[config.mk]
export PLATFORM = sky130hd
export DESIGN_NAME = uart_rx
export DESIGN_NICKNAME = d
export VERILOG_FILES = /design/src/rtl/uart_pkg.sv /design/src/rtl/sync_2ff.sv /design/src/rtl/uart_rx.sv
export SDC_FILE = /design/constraint.sdc
export NUM_CORES = 1
export LEC_CHECK = 0
export ABC_AREA = 1
export BUFFER_PORTS_ARGS = -buffer_cell sky130_fd_sc_hd__buf_4
export CAP_MARGIN = 25
export CORE_ASPECT_RATIO = 1.2
export CORE_MARGIN = 2
export CORE_UTILIZATION = 55
export CTS_CLUSTER_SIZE = 8
export DETAILED_ROUTE_END_ITERATION = 10
export PLACE_DENSITY_LB_ADDON = 0.08
export SLEW_MARGIN = 0
export SYNTH_ARGS = -nofsm -noshare
export SYNTH_HDL_FRONTEND = slang
export SYNTH_SLANG_ARGS = --single-unit
[constraint.sdc]
create_clock -name clk -period 1.6 [get_ports clk]
set_input_delay 0 -clock clk [delete_from_list [all_inputs] [get_ports clk]]
set_output_delay 0 -clock clk [all_outputs]
set_load 0.01 [all_outputs]
[src/rtl/uart_pkg.sv]
// Constants and state encoding shared by the UART receive and transmit blocks.
package uart_pkg;

  // Encoding is shared with uart_tx, so these values must not be renumbered.
  typedef enum logic [1:0] {
    IDLE  = 2'd0,
    START = 2'd1,
    DATA  = 2'd2,
    STOP  = 2'd3
  } state_t;

  localparam int OVERSAMPLE = 16;
  localparam int MID_TICK   = 7;

endpackage

[src/rtl/sync_2ff.sv]
// Two-flop synchronizer for one asynchronous input. The reset value is a parameter.
module sync_2ff #(
  parameter logic RESET_VAL = 1'b1
) (
  input  logic clk,
  input  logic reset_n,
  input  logic d,
  output logic q
);

  logic meta;

  // NOTE: sequential state is always assigned with <=, so every flop samples pre-edge values.
  always_ff @(posedge clk or negedge reset_n) begin
    if (!reset_n) begin
      meta <= RESET_VAL;
      q    <= RESET_VAL;
    end else begin
      meta <= d;
      q    <= meta;
    end
  end

endmodule

[src/rtl/uart_rx.sv]
// 16x-oversampling UART receiver: midpoint-qualified start, LSB-first data, stop check.
module uart_rx
  import uart_pkg::*;
#(
  parameter int DBIT    = 8,
  parameter int SB_TICK = 16
) (
  input  logic            clk,
  input  logic            reset_n,
  input  logic            rx,
  input  logic            s_tick,
  output logic [DBIT-1:0] rx_dout,
  output logic            rx_done_tick,
  output logic            frame_err
);

  // s_reg must be wide enough for both a data bit and the full stop span.
  localparam int SW = ($clog2(SB_TICK) > $clog2(OVERSAMPLE)) ? $clog2(SB_TICK)
                                                             : $clog2(OVERSAMPLE);
  localparam int NW = (DBIT > 1) ? $clog2(DBIT) : 1;

  logic            rx_s;
  state_t          state_reg, state_next;
  logic [SW-1:0]   s_reg, s_next;
  logic [NW-1:0]   n_reg, n_next;
  logic [DBIT-1:0] b_reg, b_next;
  logic [DBIT-1:0] dout_next;
  logic            ferr_next;
  logic            done_next;

  // The line resets to idle-high, so reset cannot look like a start edge.
  sync_2ff #(
    .RESET_VAL(1'b1)
  ) u_rx_sync (
    .clk    (clk),
    .reset_n(reset_n),
    .d      (rx),
    .q      (rx_s)
  );

  always_ff @(posedge clk or negedge reset_n) begin
    if (!reset_n) begin
      state_reg    <= IDLE;
      s_reg        <= '0;
      n_reg        <= '0;
      b_reg        <= '0;
      rx_dout      <= '0;
      frame_err    <= 1'b0;
      rx_done_tick <= 1'b0;
    end else begin
      state_reg    <= state_next;
      s_reg        <= s_next;
      n_reg        <= n_next;
      b_reg        <= b_next;
      rx_dout      <= dout_next;
      frame_err    <= ferr_next;
      rx_done_tick <= done_next;
    end
  end

  always_comb begin
    // NOTE: every output of this block gets a default first, so no path can infer a latch.
    state_next = state_reg;
    s_next     = s_reg;
    n_next     = n_reg;
    b_next     = b_reg;
    dout_next  = rx_dout;
    ferr_next  = frame_err;
    done_next  = 1'b0;

    case (state_reg)
      IDLE: begin
        if (!rx_s) begin
          s_next     = '0;
          state_next = START;
        end
      end

      START: begin
        if (s_tick) begin
          if (s_reg == SW'(MID_TICK)) begin
            if (!rx_s) begin
              s_next     = '0;
              n_next     = '0;
              state_next = DATA;
            end else begin
              state_next = IDLE;
            end
          end else begin
            s_next = s_reg + 1'b1;
          end
        end
      end

      DATA: begin
        if (s_tick) begin
          if (s_reg == SW'(OVERSAMPLE - 1)) begin
            s_next = '0;
            b_next = {rx_s, b_reg[DBIT-1:1]};
            if (n_reg == NW'(DBIT - 1)) begin
              state_next = STOP;
            end else begin
              n_next = n_reg + 1'b1;
            end
          end else begin
            s_next = s_reg + 1'b1;
          end
        end
      end

      STOP: begin
        if (s_tick) begin
          if (s_reg == SW'(SB_TICK - 1)) begin
            dout_next  = b_reg;
            ferr_next  = ~rx_s;
            done_next  = 1'b1;
            state_next = IDLE;
          end else begin
            s_next = s_reg + 1'b1;
          end
        end
      end

      default: state_next = IDLE;
    endcase
  end

endmodule
# Word level (Yosys, flattened, before mapping)

Cells that the tools add are included.

$add $sub $neg: 2
Equality and inequality tests: 17
Mux-type cells: 28
Bitwise operators: 1
Reduce and logical (&&, ||, !) cells: 7

Operators by type and width:

| operator                                       | count |
|---|---|
| 2-to-1 mux 4 bit                               | 7 |
| inequality test 2 bit (second input constant)  | 11 |
| 2-to-1 mux 2 bit                               | 9 |
| 2-to-1 mux 3 bit                               | 6 |
| one-hot mux 4 bit (4 select lines)             | 1 |
| one-hot mux 2 bit (4 select lines)             | 1 |
| AND reduction 8 bit                            | 1 |
| AND reduction 7 bit                            | 1 |
| one-hot mux 3 bit (2 select lines)             | 1 |
| AND reduction 3 bit                            | 2 |
| adder 4 x 1 -> 4 bit (second input constant)   | 1 |
| == test 2 bit (second input constant)          | 2 |
| == test 4 x 3 -> 1 bit (second input constant) | 1 |
| == test 4 bit (second input constant)          | 1 |
| AND reduction 4 bit                            | 1 |
| adder 3 x 1 -> 3 bit (second input constant)   | 1 |
| == test 3 bit (second input constant)          | 1 |
| 2-to-1 mux 1 bit                               | 3 |
| == test 2 x 1 -> 1 bit (second input constant) | 1 |
| logical NOT 2 bit                              | 1 |
| nonzero test 2 bit                             | 1 |
| NOT 1 bit                                      | 1 |

Bits in registers: 29
Input port bits: 4
Word-level logic and storage cells: 64

# Longest topological paths before layout

Gate-level depths: netlist of run 1.

Depth in word-level cells: 5
Mapped depth: 9

# Modules after synthesis

A second synthesis of run 1 with hierarchy kept.

Cell total of the unflattened synthesis: 163
Area total of the unflattened synthesis: 1465.2 um^2

Modules (own cells, without submodules):

| module   | times used | cells an instance | area an instance (um^2) |
|---|---|---|---|
| uart_rx  | 1          | 161               | 1412.6 |
| sync_2ff | 1          | 2                 | 52.6 |

# Least setup slack after synthesis of run 1

OpenSTA, ideal clock, no wires.

Path type: reg2reg
From: register s_reg[0]
To: register b_reg[6]
Arrival time: 1.241 ns
Data required time: 1.482 ns
Slack: 0.240 ns
Cell stages (with the launch flop): 8
Clock period less this slack: 1.360 ns
Cell sequence: dfrtp_1 -> ha_1 -> nand3_4 -> nor2_2 -> nand2_2 -> buf_6 -> nand2_1 -> o21ai_2

Cells in the longest elaborated chain, start to end: 2

Ends and longest elaborated chain:

| item                          | RTL line      | RTL |
|---|---|---|
| start, declared               | uart_rx.sv:24 | `logic [SW-1:0] s_reg, s_next;` |
| start signal, assigned        | uart_rx.sv:52 | `s_reg <= s_next;` |
| == test 4 bit                 | uart_rx.sv:97 | `if (s_reg == SW'(OVERSAMPLE - 1)) begin` |
| AND reduction 3 bit (no line) | -             |  |
| end signal, assigned          | uart_rx.sv:54 | `b_reg <= b_next;` |
| end, declared                 | uart_rx.sv:26 | `logic [DBIT-1:0] b_reg, b_next;` |

No other way between the ends.
A chain may end at the register's enable or synchronous reset.

# Worst setup path in the final report of run 1

From: register n_reg[0]
To: register n_reg[1]

Cells in the longest elaborated chain, start to end: 5
Elaborated cells on any way between the ends: 8

Ends and longest elaborated chain:

| item                               | RTL line       | RTL |
|---|---|---|
| start, declared                    | uart_rx.sv:25  | `logic [NW-1:0] n_reg, n_next;` |
| start signal, assigned             | uart_rx.sv:53  | `n_reg <= n_next;` |
| adder 3 x 1 -> 3 bit               | uart_rx.sv:103 | `n_next = n_reg + 1'b1;` |
| 2-to-1 mux 3 bit                   | uart_rx.sv:100 | `if (n_reg == NW'(DBIT - 1)) begin` |
| 2-to-1 mux 3 bit                   | uart_rx.sv:97  |  |
| 2-to-1 mux 3 bit                   | uart_rx.sv:96  | `if (s_tick) begin` |
| one-hot mux 3 bit (2 select lines) | uart_rx.sv:71  | `case (state_reg)` |

Several ways; a longest one is shown, not always the timed one. The select of a mux whose other input is x is not followed.

==> out/qor.yml, run 1 <==
global_route:
  grt_use_total_pct: 20.80
  grt_overflow: 0
  grt_pass1_vias: 1018
  grt_pass1_wl_um: 4471
  grt_max_degree: 30
  antenna_found_initial: 0
layout:
  syn2layout_area_growth_pct: 13.05
  seq_area_um2: 728.2
  final_common_cell: "nand2_1"
  finalNonFillerCells: 216
  nFillCells: 218
  drive_gt1_share_pct: 24.59
  n_antenna_cell: 0
  finalNetCount: 189
  final_cell_mix: "53 x nand2_1, 27 x dfrtp_1, 17 x inv_1"
  multi_input_area_um2: 606.8
sta:
  slew_headroom_pct: 75.59
  post-route-period-util_pct: 90.54
  final.setup.tns_ns: 0
  worst_pin_slew_ns: 0.3662
  clock-skew-final_ns: 0.01532
  rsz0062_at_grt: "no"
  clock.fmax_mhz: 690.3
  period_minus_slack_ns: 1.449
  setup_viol_count_final: 0
  drv_slew: 0
  hold_ws_ns: 0.07732
  hold_viol_final: 0
drt:
  drt_iter0_drc: 17
  viasPerCell: 5.019
  vias: 1084
  wl_um: 2496
  drc: 0
  detail-route-antenna-nets: 0
  wire_per_inst_um: 11.56
  first_pass_iters: 4
pwr:
  switching_share_pct: 38.15
  switchingPower_w: 0.0007386
  power_density_nw_per_um2: 1199
  leakagePower_nw: 0.8026
  combPwrFrac_pct: 28.9
  seq_power_share_pct: 49.5
  power.share.clock_pct: 21.6
  ir_drop_mv: 0.7320
  intPower_w: 0.001198
synth:
  synth_seq_cells: 29
  yosysWarnings: 0
  syn_area_um2: 1429
  syn_area_per_cell_um2: 8.766
  yosysUniqueCellTypes: 23
  yosysSeqAreaShare_pct: 50.96
  synthesis.nets: 170
  syn_inst: 163
setup_path:
  worstSetupStartpointType: "register"
  cp_slowest_cell: "dfrtp_1"
  worstSetupPathType: "reg -> reg"
  worst-path-buf-inv: 1
  cp.arrival_ns: 1.73
  path_cells: "ha_1 > ha_1 > inv_1 > nor2_1 > o21bai_1 > nor2_1 > nand2_1 > nand2_1"
  cp_top_family: "flip-flops"
  crit_path_end_kind: "register"
  worstPathRequired_ns: 1.88
  critPathMaxFanout: 3
  max_stage_delay_ns: 0.41
clock_tree:
  numCtsBuffers: 5
  cts.sinks: 29
  clockBufferDepth: 2
  cts.htree.levels: 2
  cts_tree: "built"
  clkLatencyLatePin_ns: 0.33
  path_clk_slew_ns: 0.10
  root_buffer: "clkbuf_4"
floorplanning:
  die_area_um2: 3023
  fp.dieH_um: 59.84
  rows: 20
  core_area_um2: 2502
  pin_count: 14
  initial_core_util_pct: 57.10
  dieWidth_um: 50.53
placed_design:
  io_buffers: 13
  dp.cells: 206
  gp_congestion: 0.8133
  dpl.hpwl_um: 1741
min_path:
  hp-class: "in -> reg"
run_status:
  status: "finished, final reports clean"
flow_run:
  maxCapViolCount: 0
synth_stat cells, drive strengths merged:
cell,n,area share [%]
buf,3,2.1
dfrtp,27,47
o211ai,1,0.53
ha,3,2.6
clkinv,1,0.26
a21oi,1,0.35
inv,18,4.7
xor2,1,0.61
nor2,17,5.7
nand2,56,16
dfstp,2,3.7
o21bai,1,0.53
nand3,13,5.4
o21ai,19,11
what timing repair did:
action,4_1_cts,5_1_grt
setup endpoints to repair,0,9
hold endpoints to repair,30,0
hold buffers,2,0
buffers inserted,0,0
gates resized for setup,0,2
stage by stage:
step	worst slack (ns)	area, µm²	total power, W	utilization [%]
after floorplan	0.2403	1429	0.001397	-
after global placement	0.1291	1538	0.001492	61.45
after detailed placement	0.07769	1538	0.001521	61.45
after CTS	0.07144	1608	0.001952	64.25
after global routing	0.005015	1615	0.002090	64.55
final	0.1513	1615	0.001936	64.55
logic make-up (layout without fill, tap and decap cells):
family,Yosys count,after routing,share of synthesized area [%]
AOI/OAI and AO/OA,22,22,12.00
DFF,29,29,50.96
buffers and inverters,22,42,7.092
adders and majority gates,3,3,2.627
and+or+nand+nor,86,86,26.71
xor gates and xnor gates,1,1,0.6131
worst min-delay path, stage by stage:
cell and delay [ns]:
buf_4 0.13, nand2_4 0.15, clkinv_1 0.09
power by group through the flow:
stage / combinational [W] / clock [W] / sequential, W
after global routing: 0.000655 / 0.000461 / 0.000974
after detailed placement: 0.000555 / 0 / 0.000966
after floorplan: 0.000477 / 0 / 0.000919
after global placement: 0.000533 / 0 / 0.000959
final: 0.000560 / 0.000418 / 0.000958
after CTS: 0.000562 / 0.000439 / 0.000951
routing by layer:
layer	global-route usage, %	share of wire, %	vias to the layer above
li1	-	-	550
met1	23.27	43	515
met2	35.15	52	15
met3	6.000	3.2	4
met4	12.74	1.9	0
met5	0	0	-
cell type report:
type | instances | share of cell area (%)
tap | 33 | 2.556
timing repair buffer | 15 | 7.281
multi-input combinational | 112 | 37.57
inverter | 19 | 4.415
clock inverter | 1 | 0.3098
sequential | 29 | 45.08
clock buffer | 7 | 2.789
final timing paths:
check	from	to	slack (ns)	cells after the start
worst min-delay path	s_tick	rx_done_tick	0.08	3
worst max register to register	n_reg[0]	n_reg[1]	0.15	8
worst max-delay path	n_reg[0]	n_reg[1]	0.15	8
max in group asynchronous	reset_n	u_rx_sync.q	1.17	2
worst min register to register	u_rx_sync.meta	u_rx_sync.q	0.36	0
min in group asynchronous	reset_n	b_reg[6]	0.12	2
No activity file was read; power rests on OpenSTA's default activity.
==> inputs of run 2 (changes only) <==
--- a/config.mk
+++ b/config.mk
@@ -6,13 +6,14 @@
 export NUM_CORES = 1
 export LEC_CHECK = 0
 export ABC_AREA = 1
-export BUFFER_PORTS_ARGS = -buffer_cell sky130_fd_sc_hd__buf_4
 export CAP_MARGIN = 25
 export CORE_ASPECT_RATIO = 1.2
 export CORE_MARGIN = 2
 export CORE_UTILIZATION = 55
+export CTS_BUF_LIST = sky130_fd_sc_hd__clkbuf_4 sky130_fd_sc_hd__clkbuf_8
 export CTS_CLUSTER_SIZE = 8
 export DETAILED_ROUTE_END_ITERATION = 10
+export DONT_BUFFER_PORTS = 1
 export PLACE_DENSITY_LB_ADDON = 0.08
 export SLEW_MARGIN = 0
 export SYNTH_ARGS = -nofsm -noshare
==> run 2 against run 1 <==
Against the previous run: global-route usage down 0.93 points; via count down 3.2%; final area fell by 2.3%; power is 5.4% higher; critical path depth unchanged; sequential power is 0.6% higher; clock skew is 0.0082 ns lower; cell count decreased by 4.6%; fmax decreased by 2.1%; critical path type unchanged; largest cell class unchanged.
==> out/qor.yml, run 2 (synthesized netlist as in run 1, its figures left out) <==
run_status:
  status: "finished, final reports clean"  # unchanged
global_route:
  grt_overflow: 0  # unchanged
  grt_pass1_wl_um: 4347  # was 4471 µm
  grt_max_degree: 30  # unchanged
  antenna_found_initial: 0  # unchanged
  grt_use_total_pct: 19.87  # was 20.80%
  grt_pass1_vias: 995  # was 1018
sta:
  slew_headroom_pct: 74.93  # was 75.59%
  period_minus_slack_ns: 1.480  # was 1.449 ns
  clock.fmax_mhz: 675.5  # was 690.3 MHz
  hold_viol_final: 0  # unchanged
  clock-skew-final_ns: 0.007080  # was 0.01532 ns
  post-route-period-util_pct: 92.52  # was 90.54%
  final.setup.tns_ns: 0  # unchanged
  setup_ws_ns: 0.1197  # was 0.1513 ns
  worst_pin_slew_ns: 0.3761  # was 0.3662 ns
  setup_viol_count_final: 0  # unchanged
  hold_ws_ns: 0.05572  # was 0.07732 ns
  drv_slew: 0  # unchanged
clock_tree:
  cts_tree: "built"  # unchanged
  numCtsBuffers: 5  # unchanged
  cts.htree.levels: 2  # unchanged
  cts.sinks: 29  # unchanged
  clkLatencyLatePin_ns: 0.32  # was 0.33 ns
  post_cts_buffers: 0  # unchanged
  path_clk_slew_ns: 0.09  # was 0.10 ns
  clockBufferDepth: 2  # unchanged
  root_buffer: "clkbuf_4"  # unchanged
setup_path:
  path_cells: "ha_2 > nand3_4 > nand2_1 > nand3_1 > nor2_1 > nand2_1 > nand2_1 > nand2_1"  # was ha_1 > ha_1 > inv_1 > nor2_1 > o21bai_1 > nor2_1 > nand2_1 > nand2_1
  worstPathRequired_ns: 1.82  # was 1.88 ns
  crit_path_end_kind: "register"  # unchanged
  max_stage_delay_ns: 0.42  # was 0.41 ns
  cp.arrival_ns: 1.70  # was 1.73 ns
  crit_top_cell: "nand2_1"
  worstSetupStartpointType: "register"  # unchanged
  worstSetupPathType: "reg -> reg"  # unchanged
  critPathMaxFanout: 5  # was 3
  cp_slowest_cell: "dfrtp_1"  # unchanged
drt:
  drt_iter0_drc: 18  # was 17
  wire_per_inst_um: 12.48  # was 11.56 µm
  detail-route-antenna-nets: 0  # unchanged
  viasPerCell: 5.092  # was 5.019
  first_pass_iters: 4  # unchanged
  wl_um: 2570  # was 2496 µm
  drc: 0  # unchanged
  vias: 1049  # was 1084
layout:
  final_cell_mix: "53 x nand2_1, 27 x dfrtp_1, 17 x inv_1"  # unchanged
  finalNetCount: 179  # was 189
  drive_gt1_share_pct: 20.23  # was 24.59%
  final_common_cell: "nand2_1"  # unchanged
  syn2layout_area_growth_pct: 10.42  # was 13.05%
  n_antenna_cell: 0  # unchanged
  fin_util_pct: 63.05  # was 64.55%
floorplanning:
  dieWidth_um: 50.53  # unchanged
  fp.dieH_um: 59.84  # unchanged
  pin_count: 14  # unchanged
  initial_core_util_pct: 57.10  # unchanged
  rows: 20  # unchanged
  die_area_um2: 3023  # unchanged
  core_area_um2: 2502  # unchanged
flow_run:
  maxCapViolCount: 0  # unchanged
placed_design:
  dpl.hpwl_um: 1657  # was 1741 µm
  preCtsSetupSlack_ns: 0.07254  # was 0.07769 ns
  gp_congestion: 0.7849  # was 0.8133
  io_buffers: 0  # was 13
min_path:
  hp-class: "in -> reg"  # unchanged
pwr:
  power.share.clock_pct: 24.9  # was 21.6%
  ir_drop_mv: 0.7205  # was 0.7320 mV
  power_density_nw_per_um2: 1294  # was 1199 nW/µm²
  leakagePower_nw: 0.7633  # was 0.8026 nW
  combPwrFrac_pct: 27.9  # was 28.9%
  finalPower_w: 0.002041  # was 0.001936 W
  switchingPower_w: 0.0007584  # was 0.0007386 W
  switching_share_pct: 37.15  # was 38.15%
  seq_power_share_pct: 47.2  # was 49.5%
  intPower_w: 0.001283  # was 0.001198 W
## run 2: cell types whose count changed in the layout (fill, tap and decap cells not counted), sizes merged
cell,change
buf,-12
dlygate4sd3,+2
## run 2: final cells by class
class | count | area, µm²
sequential | 29 | 728.2
clock buffer | 7 | 65.06
clock inverter | 1 | 5.005
fill | 216 | 924.6
timing repair buffer | 5 | 60.06
multi-input combinational | 112 | 606.8
inverter | 19 | 71.32
tap | 33 | 41.29
## run 2: timing repair
item | in CTS | in global routing
hold buffers | 4 | 1
endpoints found under the setup margin | 0 | 10
hold endpoints to repair | 40 | 8
resized for setup | 0 | 2
## run 2: routing by layer
metal  vias to the layer above  global-route usage (%)  share of wire, %
met5                         -                       0                 0
met2                        15                   32.71                50
met1                       491                   23.20                44
li1                        537                       -                 -
met4                         0                   10.42               2.0
met3                         6                   6.500               3.9
## run 2: path summary, 6_finish.rpt
| check | slack [ns] | depth (start not counted) | start | endpoint |
|---|---|---|---|---|
| min in group asynchronous | 0.11 | 2 | reset_n | state_reg[0] |
| min | 0.06 | 5 | s_tick | state_reg[0] |
| max reg2reg | 0.12 | 8 | s_reg[0] | register |
| max | 0.12 | 8 | s_reg[0] | register |
| min reg2reg | 0.36 | 0 | u_rx_sync.meta | u_rx_sync.q |
| max in group asynchronous | 1.24 | 2 | reset_n | u_rx_sync.meta |
## run 2: worst max-delay path, delay by kind of cell, from the launching register on
| family | cells | cell delay [ns] |
|---|---|---|
| adder cells (fa/ha/maj) | 1 | 0.27 |
| flip-flops | 1 | 0.42 |
| AND/OR/NAND/NOR | 7 | 0.69 |
## run 2: stage by stage
step	instances	cell area, µm²
after global routing	206	1578
final	206	1578
after detailed placement	193	1440
after CTS	205	1560
after floorplan	163	1429
after global placement	193	1440
## run 2: power by group through the flow
stage	Clock, W	Combinational [W]	Sequential [W]
6_report	0.000508	0.000569	0.000964
5_1_grt	0.000562	0.000658	0.000976
4_1_cts	0.000531	0.000556	0.000960
3_5_place_dp	0	0.000520	0.000972
3_3_place_gp	0	0.000513	0.000961
2_1_floorplan	0	0.000477	0.000919
==> inputs of run 3 (changes only) <==
--- a/config.mk
+++ b/config.mk
@@ -14,7 +14,9 @@
 export CTS_CLUSTER_SIZE = 8
 export DETAILED_ROUTE_END_ITERATION = 10
 export DONT_BUFFER_PORTS = 1
+export HOLD_SLACK_MARGIN = 0.05
 export PLACE_DENSITY_LB_ADDON = 0.08
+export SETUP_SLACK_MARGIN = 0.15
 export SLEW_MARGIN = 0
 export SYNTH_ARGS = -nofsm -noshare
 export SYNTH_HDL_FRONTEND = slang
==> run 3 against run 2 <==
Against the previous run: fmax rose by 3.8%; via count rose by 0.86%; clock skew rose by 0.0018 ns; wire length rose by 2.5%; sequential power rose by 2%; first-iteration DRC count rose by 11%; sequential share of layout area fell by 1.1 points; setup slack improved by 0.054 ns; combinational power rose by 17%; hold slack improved by 0.036 ns; register-to-register slack improved by 0.05 ns; critical path type unchanged; largest power group unchanged.
==> out/qor.yml, run 3 (synthesized netlist as in run 1, its figures left out) <==
sta:
  worst_pin_slew_ns: 0.3606  # was 0.3761 ns
  clock-skew-final_ns: 0.008850  # was 0.007080 ns
  drv_slew: 0  # unchanged
  period_minus_slack_ns: 1.427  # was 1.480 ns
  final.setup.tns_ns: 0  # unchanged
  hold_ws_ns: 0.09179  # was 0.05572 ns
  setup_ws_ns: 0.1735  # was 0.1197 ns
  rsz0062_at_grt: "yes"
  post-route-period-util_pct: 89.16  # was 92.52%
  setup_viol_count_final: 0  # unchanged
  hold_viol_final: 0  # unchanged
  slew_headroom_pct: 75.88  # was 74.93%
  clock.fmax_mhz: 701.0  # was 675.5 MHz
drt:
  viasPerCell: 5.111  # was 5.092
  drt_iter0_drc: 20  # was 18
  wire_per_inst_um: 12.73  # was 12.48 µm
  wl_um: 2635  # was 2570 µm
  first_pass_iters: 4  # unchanged
  vias: 1058  # was 1049
  detail-route-antenna-nets: 0  # unchanged
  drc: 0  # unchanged
setup_path:
  cp.arrival_ns: 1.70  # about the same
  worstSetupPathType: "reg -> reg"  # unchanged
  worstPathRequired_ns: 1.87  # was 1.82 ns
  crit_path_end_kind: "register"  # unchanged
  worstSetupStartpointType: "register"  # unchanged
  critPathMaxFanout: 7  # was 5
floorplanning:
  rows: 20  # unchanged
  pin_count: 14  # unchanged
  core_area_um2: 2502  # unchanged
  fp.dieH_um: 59.84  # unchanged
  dieWidth_um: 50.53  # unchanged
  die_area_um2: 3023  # unchanged
  initial_core_util_pct: 57.10  # unchanged
placed_design:
  preCtsSetupSlack_ns: 0.07254  # unchanged
  dpl.hpwl_um: 1657  # unchanged
  gp_congestion: 0.7849  # unchanged
  dp.cells: 193  # unchanged
  io_buffers: 0  # unchanged
clock_tree:
  path_clk_slew_ns: 0.10  # was 0.09 ns
  cts.sinks: 29  # unchanged
  numCtsBuffers: 5  # unchanged
  clkLatencyLatePin_ns: 0.32  # about the same
  cts.htree.levels: 2  # unchanged
  cts_tree: "built"  # unchanged
  clockBufferDepth: 2  # unchanged
  root_buffer: "clkbuf_4"  # unchanged
flow_run:
  maxCapViolCount: 0  # unchanged
pwr:
  ir_drop_mv: 0.7552  # was 0.7205 mV
  leakagePower_nw: 0.7644  # was 0.7633 nW
  power_density_nw_per_um2: 1325  # was 1294 nW/µm²
  finalPower_w: 0.002154  # was 0.002041 W
global_route:
  grt_pass1_wl_um: 4478  # was 4347 µm
  grt_max_degree: 30  # unchanged
  grt_overflow: 0  # unchanged
  grt_pass1_vias: 1020  # was 995
  grt_use_total_pct: 20.46  # was 19.87%
  antenna_found_initial: 0  # unchanged
layout:
  n_antenna_cell: 0  # unchanged
  multi_input_area_um2: 645.6  # was 606.8 µm²
  final_common_cell: "nand2_1"  # unchanged
  nFillCells: 201  # was 216
  seq_area_um2: 732.0  # was 728.2 µm²
  drive_gt1_share_pct: 24.71  # was 20.23%
  finalNetCount: 180  # was 179
  syn2layout_area_growth_pct: 13.75  # was 10.42%
  final_cell_mix: "53 x nand2_1, 24 x dfrtp_1, 17 x inv_1"  # was 53 x nand2_1, 27 x dfrtp_1, 17 x inv_1
  finalNonFillerCells: 207  # was 206
min_path:
  hp-class: "in -> reg"  # unchanged
run_status:
  status: "finished, final reports clean"  # unchanged
## run 3: cell count changes in the layout (fill, tap and decap cells not counted), sizes merged
cell	delta
buf	+2
dlygate4sd3	-1
## run 3: worst paths after layout
path	startpoint	cells after the start	endpoint	slack [ns]
min reg2reg	u_rx_sync.meta	0	u_rx_sync.q	0.36
min	s_tick	4	s_reg[1]	0.09
min in group asynchronous	reset_n	2	s_reg[2]	0.10
max in group asynchronous	reset_n	2	u_rx_sync.meta	1.24
max	s_reg[1]	7	s_reg[1]	0.17
max reg2reg	s_reg[1]	7	s_reg[1]	0.17
## run 3: per-layer routing
| metal | track usage, % | wire length (µm) | up-vias |
|---|---|---|---|
| met2 | 34.02 | 1323 | 13 |
| met3 | 6.500 | 95 | 6 |
| li1 | - | - | 537 |
| met1 | 23.86 | 1165 | 502 |
| met5 | 0 | 0 | - |
| met4 | 10.42 | 51 | 0 |
## run 3: cell type report
type	instances	area share [%]
Sequential cell	29	45.03
Multi-Input combinational cell	112	39.72
Inverter	19	4.388
Clock buffer	7	4.003
Timing Repair Buffer	6	4.003
Tap cell	33	2.540
Clock inverter	1	0.3079
## run 3: worst max-delay path, stage by stage (launching register included)
cell and delay (ns):
dfrtp_1 0.43, ha_4 0.19, nand3_4 0.11, nor2_4 0.20
nor2_4 0.08, o21ai_1 0.15, nand3_1 0.13, nand2_1 0.08
## run 3: metrics by stage
step | utilization [%] | area (µm²)
floorplan | - | 1429
global placement | 57.55 | 1440
detailed placement | 57.55 | 1440
CTS | 63.05 | 1578
global route | 64.95 | 1625
finish | 64.95 | 1625
## run 3: repair_timing
item | in CTS | in global routing
hold buffers | 4 | 0
setup buffers | 1 | 1
pin swaps | 1 | 1
hold endpoints to repair | 49 | 0
gates resized for setup | 3 | 9
gates cloned | 0 | 0
setup endpoints to repair | 16 | 26
## run 3: report_power, final
part	total, W	leakage [nW]	switching [W]	internal, W
Combinational	0.000664	0.336	0.000409	0.000254
Clock	0.000511	0.0413	0.000257	0.000254
Sequential	0.000979	0.387	0.000149	0.000829
Total	0.00215	0.764	0.000815	0.00134
